$ cat config.mk
export PLATFORM = sky130hd
export DESIGN_NAME = cdb_arbiter_flat
export DESIGN_NICKNAME = d
export VERILOG_FILES = /design/src/rtl/cdb_pkg.sv /design/src/rtl/cdb_arbiter_if.sv /design/src/rtl/cdb_arbiter_rr.sv /design/src/rtl/cdb_arbiter.sv /design/src/flat_wrapper.sv
export SDC_FILE = /design/constraint.sdc
export NUM_CORES = 1
export LEC_CHECK = 0
export BUFFER_PORTS_ARGS = -buffer_cell sky130_fd_sc_hd__buf_2
export CAP_MARGIN = 0
export CELL_PAD_IN_SITES_DETAIL_PLACEMENT = 0
export CELL_PAD_IN_SITES_GLOBAL_PLACEMENT = 1
export CORE_MARGIN = 4
export CORE_UTILIZATION = 33
export DETAILED_ROUTE_END_ITERATION = 8
export MAX_ROUTING_LAYER = met4
export PLACE_DENSITY_LB_ADDON = 0.3
export SLEW_MARGIN = 20
export SYNTH_ARGS = -nofsm -noshare
export SYNTH_HDL_FRONTEND = slang
export SYNTH_SLANG_ARGS = --single-unit
$ cat constraint.sdc
create_clock -name clk -period 6.7 [get_ports clk]
set_clock_uncertainty 0.15 [all_clocks]
set_input_delay 2.01 -clock clk [delete_from_list [all_inputs] [get_ports clk]]
set_output_delay 2.01 -clock clk [all_outputs]
set_load 0.02 [all_outputs]
$ cat src/rtl/cdb_pkg.sv
// Shared CDB types: one broadcast entry (ROB tag, destination physical reg, data)
// plus the arbitration-mode encoding and pointer-width helper.
`ifndef ROB_SIZE_WIDTH
`define ROB_SIZE_WIDTH 5
`endif
`ifndef PHYSICAL_REG_NUM_WIDTH
`define PHYSICAL_REG_NUM_WIDTH 6
`endif
`ifndef REG_DATA_WIDTH
`define REG_DATA_WIDTH 32
`endif

package cdb_pkg;

    typedef struct packed {
        logic [`ROB_SIZE_WIDTH-1:0]         tag;
        logic [`PHYSICAL_REG_NUM_WIDTH-1:0] phy_dst;
        logic [`REG_DATA_WIDTH-1:0]         data;
    } cdb_entry_t;

    typedef enum logic {
        PRIO_RR    = 1'b0,
        PRIO_FIXED = 1'b1
    } prio_mode_e;

    // Round-robin pointer width; never narrower than one bit.
    function automatic int unsigned ptr_w(int unsigned n);
        return (n <= 2) ? 1 : $clog2(n);
    endfunction

endpackage

$ cat src/rtl/cdb_arbiter_if.sv
// Producer/CDB bus bundle: per-producer valid/ready/payload, control, and the
// registered broadcast with its statistics counter.
interface cdb_arbiter_if #(
    parameter int NUM_REQ   = 4,
    parameter int CNT_WIDTH = 32
);
    import cdb_pkg::*;

    logic                          flush;
    logic                          prio_mode;
    logic       [NUM_REQ-1:0]      req_valid;
    logic       [NUM_REQ-1:0]      req_ready;
    cdb_entry_t [NUM_REQ-1:0]      req_entry;
    logic                          cdb_valid;
    cdb_entry_t                    cdb_entry;
    logic       [CNT_WIDTH-1:0]    total_broadcasts;

    modport master (
        output flush, prio_mode, req_valid, req_entry,
        input  req_ready, cdb_valid, cdb_entry, total_broadcasts
    );

    modport slave (
        input  flush, prio_mode, req_valid, req_entry,
        output req_ready, cdb_valid, cdb_entry, total_broadcasts
    );
endinterface

$ cat src/rtl/cdb_arbiter_rr.sv
// One-hot grant: first valid request scanning from ptr_i (round-robin) or
// from index 0 (fixed priority).
module rr_arbiter
    import cdb_pkg::*;
#(
    parameter  int NUM_REQ = 4,
    localparam int PTR_W   = ptr_w(NUM_REQ)
) (
    input  logic [NUM_REQ-1:0] req_i,
    input  logic [PTR_W-1:0]   ptr_i,
    input  logic               mode_i,
    output logic [NUM_REQ-1:0] gnt_o
);

    logic [PTR_W:0] idx;
    logic           found;

    always_comb begin
        gnt_o = '0;
        found = 1'b0;
        idx   = '0;
        for (int k = 0; k < NUM_REQ; k++) begin
            // One extra bit holds ptr+k before the modulo wrap.
            idx = ((mode_i == PRIO_FIXED) ? '0 : {1'b0, ptr_i}) + (PTR_W+1)'(k);
            if (idx >= (PTR_W+1)'(NUM_REQ))
                idx = idx - (PTR_W+1)'(NUM_REQ);
            if (!found && req_i[idx[PTR_W-1:0]]) begin
                gnt_o[idx[PTR_W-1:0]] = 1'b1;
                found                 = 1'b1;
            end
        end
    end

endmodule

$ cat src/rtl/cdb_arbiter.sv
// Common data bus arbiter: picks one producer per cycle and registers its
// payload onto the CDB one cycle later; keeps a saturating broadcast count.
module cdb_arbiter
    import cdb_pkg::*;
#(
    parameter int NUM_REQ   = 4,
    parameter int CNT_WIDTH = 32
) (
    input  logic        clk,
    input  logic        reset,
    cdb_arbiter_if.slave bus
);

    localparam int PTR_W = ptr_w(NUM_REQ);

    logic [PTR_W-1:0]     rr_ptr_q, rr_ptr_d;
    logic [NUM_REQ-1:0]   arb_gnt, gnt;
    logic [PTR_W-1:0]     gidx;
    logic                 xfer;
    cdb_entry_t           sel_entry;
    logic                 cdb_valid_q;
    cdb_entry_t           cdb_entry_q;
    logic [CNT_WIDTH-1:0] cnt_q, cnt_d;

    rr_arbiter #(.NUM_REQ(NUM_REQ)) u_arb (
        .req_i  (bus.req_valid),
        .ptr_i  (rr_ptr_q),
        .mode_i (bus.prio_mode),
        .gnt_o  (arb_gnt)
    );

    // Grants are suppressed while held in reset or during a flush.
    assign gnt           = (reset || bus.flush) ? '0 : arb_gnt;
    assign xfer          = |(gnt & bus.req_valid);
    assign bus.req_ready = gnt;

    always_comb begin
        gidx      = '0;
        sel_entry = '0;
        for (int i = 0; i < NUM_REQ; i++) begin
            if (gnt[i]) begin
                gidx      = PTR_W'(i);
                sel_entry = bus.req_entry[i];
            end
        end
    end

    always_comb begin
        rr_ptr_d = rr_ptr_q;
        if (xfer && (bus.prio_mode == PRIO_RR))
            rr_ptr_d = (gidx == PTR_W'(NUM_REQ-1)) ? '0 : gidx + PTR_W'(1);
        cnt_d = (xfer && (cnt_q != '1)) ? cnt_q + CNT_WIDTH'(1) : cnt_q;
    end

    always_ff @(posedge clk or posedge reset) begin
        if (reset) begin
            cdb_valid_q <= 1'b0;
            cdb_entry_q <= '0;
            rr_ptr_q    <= '0;
            cnt_q       <= '0;
        end else begin
            cdb_valid_q <= xfer;
            if (xfer)
                cdb_entry_q <= sel_entry;
            rr_ptr_q <= rr_ptr_d;
            cnt_q    <= cnt_d;
        end
    end

    assign bus.cdb_valid        = cdb_valid_q;
    assign bus.cdb_entry        = cdb_entry_q;
    assign bus.total_broadcasts = cnt_q;

endmodule

$ cat src/flat_wrapper.sv
// flat-port wrapper written by rule: the top's interface ports become plain ports
module cdb_arbiter_flat import cdb_pkg::*;
#(
    parameter int NUM_REQ   = 4,
    parameter int CNT_WIDTH = 32
)
  (clk, reset, bus_flush, bus_prio_mode, bus_req_valid, bus_req_entry, bus_req_ready, bus_cdb_valid, bus_cdb_entry, bus_total_broadcasts);
  cdb_arbiter_if #(.NUM_REQ(NUM_REQ), .CNT_WIDTH(CNT_WIDTH)) bus_i ();
  input  logic clk;
  input  logic reset;
  input wire logic [$bits(bus_i.flush)-1:0] bus_flush;
  input wire logic [$bits(bus_i.prio_mode)-1:0] bus_prio_mode;
  input wire logic [$bits(bus_i.req_valid)-1:0] bus_req_valid;
  input wire logic [$bits(bus_i.req_entry)-1:0] bus_req_entry;
  output wire logic [$bits(bus_i.req_ready)-1:0] bus_req_ready;
  output wire logic [$bits(bus_i.cdb_valid)-1:0] bus_cdb_valid;
  output wire logic [$bits(bus_i.cdb_entry)-1:0] bus_cdb_entry;
  output wire logic [$bits(bus_i.total_broadcasts)-1:0] bus_total_broadcasts;
  assign bus_i.flush = bus_flush;
  assign bus_i.prio_mode = bus_prio_mode;
  assign bus_i.req_valid = bus_req_valid;
  assign bus_i.req_entry = bus_req_entry;
  assign bus_req_ready = bus_i.req_ready;
  assign bus_cdb_valid = bus_i.cdb_valid;
  assign bus_cdb_entry = bus_i.cdb_entry;
  assign bus_total_broadcasts = bus_i.total_broadcasts;
  cdb_arbiter #(.NUM_REQ(NUM_REQ), .CNT_WIDTH(CNT_WIDTH)) u_core (.clk(clk), .reset(reset), .bus(bus_i));
endmodule
======== Word-level counts from Yosys, hierarchy flattened ========
Index checks and enable logic that the tools add are counted.
word-level totals
  register bits ........................... 78
  logic and storage cells ................. 85
cells by class
  add/sub/neg operators ................... 9
  magnitude comparators ................... 12
  equal/unequal tests ..................... 2
  muxes and demuxes ....................... 37
  bitwise gates (word level) .............. 5
  reductions and logical operators ........ 14
operators with widths
  kind                                                                number
  two-way mux 43 bit                                                  4
  adder 32 x 1 -> 32 bit (second input constant)                      1
  != test 32 bit (second input constant)                              1
  two-way mux 4 bit                                                   5
  two-way mux 2 bit                                                   8
  greater-or-equal comparator 3 bit (second input constant)           4
  < comparator 2 x 3 -> 1 bit (second input constant)                 4
  two-way mux 1 bit                                                   12
  bitwise OR 4 bit                                                    3
  logical AND 1 bit                                                   9
  binary-select mux 1 bit (select 2 bit)                              4
  demux 1 bit (select 2 bit)                                          4
  greater-or-equal comparator 2 x 1 -> 1 bit (second input constant)  4
  subtractor 2 x 1 -> 2 bit (second input constant)                   4
  adder 2 x 2 -> 3 bit (second input constant)                        2
  bitwise AND 4 bit                                                   1
  OR reduction 4 bit                                                  1
  adder 2 x 1 -> 3 bit (second input constant)                        1
  logical NOT 1 bit                                                   3
  adder 2 x 1 -> 2 bit (second input constant)                        1
  equality test 2 bit (second input constant)                         1
  logical OR 1 bit                                                    1
  inverter 1 bit                                                      1

======== Depth between registers and ports, before layout ========
Gate-level depths: netlist (run 1).
  word-level depth ........................ 21
  depth in mapped cells ................... 17

======== By module ========
From an unflattened synthesis (run 1), not the netlist that was laid out.
unflattened totals
  cells, all modules ...................... 546
  area total of the unflattened synthesis .. 4788.3 um^2
by module, submodules not included
  module       times used  cells each  area an instance (um^2)  sequential area each (um^2)
  cdb_arbiter  1           493         4362.9                   1951.9
  rr_arbiter   1           53          425.4                    0.0

======== Worst setup path before layout (run 1) ========
No wires, ideal clock.
  kind .................................... input to output
  start ................................... in bus_prio_mode
  end ..................................... out bus_req_ready[2]
  data arrival time ....................... 4147 ps
  required time ........................... 4540 ps
  path slack .............................. 393 ps
  stages on the path ...................... 8
  buffers on the path ..................... 2
  cells stage by stage .................... buf_4 -> nand2b_4 -> ha_1 -> mux2i_1 -> a2111oi_2 -> o21ai_0 -> a41oi_2 -> clkbuf_1
between the ends
  word-level cells in the longest chain between the ends .. 16
  elaborated cells on any way between the ends .. 61
  classes of those cells .................. add/sub: 7; order compare: 12; mux: 29; bitwise: 3; reduce/logical: 10
RTL lines
  what                                                           RTL line              RTL
  start, declared                                                flat_wrapper.sv:12    input wire logic [$bits(bus_i.prio_mode)-1:0] bus_prio_mode;
  two-way mux 2 bit *                                            cdb_arbiter_rr.sv:24  idx = ((mode_i == PRIO_FIXED) ? '0 : {1'b0, ptr_i}) + (PTR_W+1)'(k);
  branches (longest 13 deep; another with adder 2 x 1 -> 3 bit)  -
  two-way mux 4 bit *                                            cdb_arbiter_rr.sv:27  if (!found && req_i[idx[PTR_W-1:0]]) begin
  two-way mux 4 bit *                                            cdb_arbiter.sv:33     assign gnt = (reset || bus.flush) ? '0 : arb_gnt;
  end, declared                                                  flat_wrapper.sv:15    output wire logic [$bits(bus_i.req_ready)-1:0] bus_req_ready;
Every way passes the cells marked *. The select of a mux whose other input is x is not followed.

======== Worst setup path after layout (run 1) ========
  start ................................... in bus_prio_mode
  end ..................................... out bus_req_ready[1]
Same word-level chain as after synthesis.

==> results.tsv, run 1 <==
metric	value	unit
io_pins	260	
overflow	0	
drive_gt1_share	42.2	%
clkTransAtPathRegs	0.06	ns
cp_cell_sequence	buf_2, and2b_2, ha_1, mux2i_1, a2111oi_2, o21ai_0, a41oi_1, buf_2	
htree_levels	3	
wire_per_inst	17.6	microns
post-route-period-util	97.2	%
syn_area	4870	sq um
synthXorXnorAreaFrac	5.73	%
timing.setup.critical_path_class	in -> out	
powerDensity	308	nW/um^2
grtUsageTotal	19.4	%
layout.cells.non_filler	943	
ys_warn_count	0	
status	completed	
max_stage_delay	0.48	ns
synth-adder-area-share	2.31	%
p_leak	3.17	nW
worstSetupEndpointType	primary output	
cts_buffers	9	
cp_max_fo	11	
tightest_slew	1.04	ns
drt-total-wl	16600	microns
clock_latency	0.34	ns
slew_viol_final	0	
antenna_found_initial	0	
layout_commonest_cell	buf_2	
synth_ff_type	dfrtp_1	
nets	945	
hold_class	reg -> reg	
peakVddDrop	0.130	mV
cts_root_buf	clkbuf_16	
grt_pass1_vias	4750	
muxShareOfSynthArea	1.54	%
grt_max_degree	79	
critical_path.top_delay_family	compound AO/OA/AOI/OAI gates	
cts_tree	built	
worstHoldStart	u_core.bus.cdb_entry[7]	
start_util	33.6	%
holdPathEnd	u_core.bus.cdb_entry[7]	
reg2reg_depth	13	
yosysSeqAreaShare	40.1	%
avgSynthCellArea	9.38	sq um
via_per_inst	5.28	
synthArstFlopShare	100	%
maxCapViolations	0	
final_cell_mix	buf_2 (259), dfrtp_1 (78), nand2_1 (56), o21ai_0 (49), a21oi_1 (45)	
route.detailed.drc	0	
r2r_slack	2.44	ns
core.rowCount	44	
die_w	129	microns
core	14500	sq um
required	4.54	ns
fmax	154	MHz
grt_pass1_wl	24700	microns
synth_cells	519	
hold_slack	0.327	ns
firstDrtPassIters	7	
rr_endpoint	u_core.bus.total_broadcasts[25]	
io_buffers	259	
hpwl	12400	microns
num_vias	4982	
cpMostUsedCell	buf_2	
hold_buffers	0	
grt_setup_unrepaired	false	
min_period	6.51	ns
synth_edf_count	0	
setup_viol	0	
routabilityCongestion	0.931	
clock-sinks	78	
synth_fp_nets	708	
cts_resized	0	
hold_depth	2	
pre_cts_ws	0.235	ns
critPathBufInv	2	
worst_path_max_delay_cell	a2111oi_2	
fp.dieArea	16800	sq um
cts_setup_buffers	0	
hold_viol	0	
ys_types	54	
synth-compound-area-share	27.4	%
clk_path_buf_depth	2	
synth-seq-cells	78	
setup_tns	0	ns
worst_slack	0.188	ns
drt_iter0_drc	354	
synthToLayoutAreaGrowth	33.3	%
die_y	129	microns
synth_top_family_by_area	compound AO/OA/AOI/OAI gates	
critPathArrivalTime	4.35	ns
critPathLaunchType	primary input	
placed_cells	929	
r2r-start	u_core.rr_ptr_q[0]	
synthSimpleGateAreaFrac	17.4	%
maxSlewHeadroom	30.5	%
postRouteAntennaNets	0	
-- how the worst max path moves through the flow --
stage                       start  depth (start not counted)  slack (ns)               end
floorplan           bus_prio_mode                          8        0.39  bus_req_ready[2]
global placement    bus_prio_mode                          8        0.33  bus_req_ready[1]
detailed placement  bus_prio_mode                          8        0.23  bus_req_ready[1]
CTS                 bus_prio_mode                          8        0.23  bus_req_ready[1]
global route        bus_prio_mode                          8        0.04  bus_req_ready[1]
finish              bus_prio_mode                          8        0.19  bus_req_ready[1]
-- final cells by class --
type / count / area [sq um]
diodes: 1 / 2.50
clock buffers: 10 / 229
clock inverters: 3 / 15.0
fillers: 1430 / 7990
inverters: 5 / 25.0
multi-input cells: 396 / 2670
flip-flops and latches: 78 / 1950
well taps: 184 / 230
repair buffers: 266 / 1370
-- report_power, final --
| part | internal [mW] | switching, mW | total (mW) |
|---|---|---|---|
| combinational | 0.312 | 0.543 | 0.855 |
| clock | 0.243 | 0.187 | 0.429 |
| sequential | 0.612 | 0.106 | 0.717 |
-- cell usage after synthesis (2+ instances only) --
library cell	instances	area share [%]
nand4_1	21	2.7
clkbuf_1	17	1.3
nor2b_1	6	0.77
a2111oi_2	2	0.62
o21ai_2	8	1.4
buf_2	11	1.1
xnor2_1	18	3.2
ha_1	9	2.3
inv_2	2	0.15
buf_6	10	2.3
nor2_1	11	0.85
mux2_2	2	0.46
a221o_1	42	8.6
nor3b_2	2	0.51
and3b_1	2	0.36
nor3_2	6	1.2
nand2_1	56	4.3
o21ai_1	41	4.2
mux2i_1	3	0.62
a21oi_1	45	4.6
a32oi_1	4	0.72
dfrtp_1	78	40
and3_1	6	0.77
o21ai_0	49	5.0
xor2_1	12	2.2
nand2b_1	3	0.39
and4_1	4	0.72
or2_2	2	0.26
nand3_1	14	1.4
inv_1	2	0.15
and2_1	8	1.0
-- sequential cells by signal, indices dropped and copies added (netlist names) --
signal	cells
u_core.bus.cdb_entry	43
u_core.bus.total_broadcasts	32
u_core.rr_ptr_q	2
u_core.bus.cdb_valid	1
-- worst reg2reg max path, stage by stage, from the launching register on --
cell       delay, ns
dfrtp_1         0.41
and2b_2         0.29
ha_1            0.39
mux2i_1         0.17
a2111oi_2       0.48
o21ai_1         0.14
a41o_2          0.32
inv_6           0.06
buf_4           0.41
a22oi_4         0.15
and3_2          0.22
buf_4           0.32
or3_4           0.51
xnor2_2         0.13
-- per-stage QoR --
step,utilization (%),total power [mW],area [sq um]
3_5_place_dp,43.1,1.59,6240
4_1_cts,44.8,2.03,6480
6_report,44.8,2.00,6490
3_3_place_gp,43.1,1.58,6240
2_1_floorplan,-,1.27,4870
5_1_grt,44.8,2.14,6490
-- per-layer routing --
metal / share of wire, % / wire length [microns] / vias up / track usage, %
li1: - / - / 2415 / -
met1: 43 / 7190 / 2347 / 24.5
met2: 49 / 8070 / 206 / 31.4
met3: 6.9 / 1140 / 14 / 4.74
met4: 1.2 / 197 / 0 / 4.95
met5: 0 / 0 / - / -
-- kinds of logic after synthesis --
kind of cell	Yosys count
XOR/XNOR	31
flip-flops	78
multiplexers	6
buffers and inverters	45
AO/OA/AOI/OAI	199
AND/OR/NAND/NOR	151
adder cells (fa/ha/maj)	9
Note: power is estimated with default switching activity, not from simulation.
==> run 2: changes to the inputs <==
--- a/constraint.sdc
+++ b/constraint.sdc
@@ -3,3 +3,3 @@
 set_input_delay 2.01 -clock clk [delete_from_list [all_inputs] [get_ports clk]]
 set_output_delay 2.01 -clock clk [all_outputs]
-set_load 0.02 [all_outputs]
+set_load 0.01 [all_outputs]
==> results.tsv, run 2 (synthesized netlist as in run 1, its figures left out) <==
metric	value	unit	change
powerDensity	295	nW/um^2	was 308 nW/um^2
postRouteAntennaNets	0		unchanged
wire_per_inst	17.5	microns	was 17.6 microns
largest_register_ffs	43		unchanged
fin_util	45.0	%	was 44.8%
grt_setup_unrepaired	false		unchanged
clkTransAtPathRegs	0.06	ns	about the same
min_period	6.44	ns	was 6.51 ns
drt-total-wl	16600	microns	about the same
die_w	129	microns	unchanged
peakVddDrop	0.114	mV	was 0.130 mV
grt_max_degree	79		unchanged
clk_path_buf_depth	2		unchanged
hpwl	12500	microns	was 12400 microns
via_per_inst	5.33		was 5.28
cts_setup_buffers	0		unchanged
die_y	129	microns	unchanged
final_cell_mix	buf_2 (259), dfrtp_1 (78), nand2_1 (56), o21ai_0 (49), a21oi_1 (45)		unchanged
required	4.54	ns	about the same
report.power.total	1.92	mW	was 2.00 mW
cts_root_buf	clkbuf_16		unchanged
layout_commonest_cell	buf_2		unchanged
cts_resized	0		unchanged
timing.setup.critical_path_class	in -> out		unchanged
routabilityCongestion	0.939		was 0.931
nets	945		unchanged
worstSetupEndpointType	primary output		unchanged
critPathLaunchType	primary input		unchanged
r2r-start	u_core.rr_ptr_q[0]		unchanged
critPathArrivalTime	4.28	ns	was 4.35 ns
worstHoldStart	u_core.bus.total_broadcasts[22]		was u_core.bus.cdb_entry[7]
route.detailed.drc	0		unchanged
nFillCells	1450		was 1430
status	completed		unchanged
diodes	0		was 1
hold_buffers	0		unchanged
grt_pass1_wl	25200	microns	was 24700 microns
hold_viol	0		unchanged
cp-startpoint	bus_prio_mode		unchanged
highest_layer	met4		unchanged
p_leak	3.18	nW	was 3.17 nW
antenna_found_initial	0		unchanged
hold_class	reg -> reg		unchanged
wl_met2	8060	microns	was 8070 microns
maxSlewHeadroom	34.1	%	was 30.5%
drt_iter0_drc	389		was 354
slew_viol_final	0		unchanged
cts_tree	built		unchanged
firstDrtPassIters	5		was 7
io_buffers	259		unchanged
fp.dieArea	16800	sq um	unchanged
start_util	33.6	%	unchanged
post-route-period-util	96.1	%	was 97.2%
grtUsageTotal	19.5	%	was 19.4%
cts_buffers	9		unchanged
tightest_slew	0.987	ns	was 1.04 ns
grt_pass1_vias	4766		was 4750
cp_max_fo	11		unchanged
maxCapViolations	0		unchanged
io_pins	260		unchanged
core	14500	sq um	unchanged
clock_latency	0.34	ns	about the same
num_vias	5036		was 4982
setup_tns	0	ns	unchanged
hold_slack	0.330	ns	was 0.327 ns
htree_levels	3		unchanged
setup_viol	0		unchanged
fmax	155	MHz	was 154 MHz
route.met3.wl	1070	microns	was 1140 microns
met1_length	7160	microns	was 7190 microns
synthToLayoutAreaGrowth	33.9	%	was 33.3%
clock-sinks	78		unchanged
core.rowCount	44		unchanged
overflow	0		unchanged
drive_gt1_share	42.6	%	was 42.2%
run 2: critical path, cell delays in order:
cell and delay, ns:
buf_2 0.17, and2b_2 0.32, ha_1 0.38, mux2i_1 0.17, a2111oi_2 0.46, o21ai_0 0.21, a41oi_1 0.36, buf_2 0.20
run 2: area by class of cell:
| type | count | area [sq um] | share of cell area [%] |
|---|---|---|---|
| Clock buffer | 10 | 239 | 3.66 |
| Clock inverter | 6 | 37.5 | 0.576 |
| Inverter | 5 | 25.0 | 0.384 |
| Multi-Input combinational cell | 396 | 2670 | 41.0 |
| Sequential cell | 78 | 1950 | 29.9 |
| Tap cell | 184 | 230 | 3.53 |
| Timing Repair Buffer | 266 | 1370 | 20.9 |
run 2: path summary, 6_finish.rpt:
check	end	slack (ns)	cells past startpoint
min reg2reg	u_core.bus.total_broadcasts[22]	0.33	1
min	u_core.bus.total_broadcasts[22]	0.33	1
max reg2reg	u_core.bus.total_broadcasts[25]	2.43	13
min in group asynchronous	u_core.bus.cdb_entry[25]	1.72	3
max in group asynchronous	u_core.bus.cdb_entry[34]	4.19	3
max	bus_req_ready[1]	0.26	8
run 2: routing by layer:
| metal | track usage, % | vias up |
|---|---|---|
| met1 | 25.2 | 2390 |
| met4 | 6.42 | 0 |
| met5 | - | - |
| met2 | 31.4 | 208 |
| met3 | 3.30 | 19 |
| li1 | - | 2419 |
run 2: where the power goes:
part | total (mW) | switching (mW) | internal, mW
registers | 0.714 | 0.103 | 0.611
clock network | 0.460 | 0.201 | 0.259
logic | 0.749 | 0.437 | 0.311
total | 1.92 | 0.742 | 1.18
run 2: per-stage QoR:
stage | cell area (sq um) | setup WS [ns] | cells
3_3_place_gp | 6240 | 0.348 | 929
5_1_grt | 6520 | 0.0699 | 945
3_5_place_dp | 6240 | 0.269 | 929
2_1_floorplan | 4870 | 0.472 | 519
6_report | 6520 | 0.264 | 945
4_1_cts | 6520 | 0.274 | 945
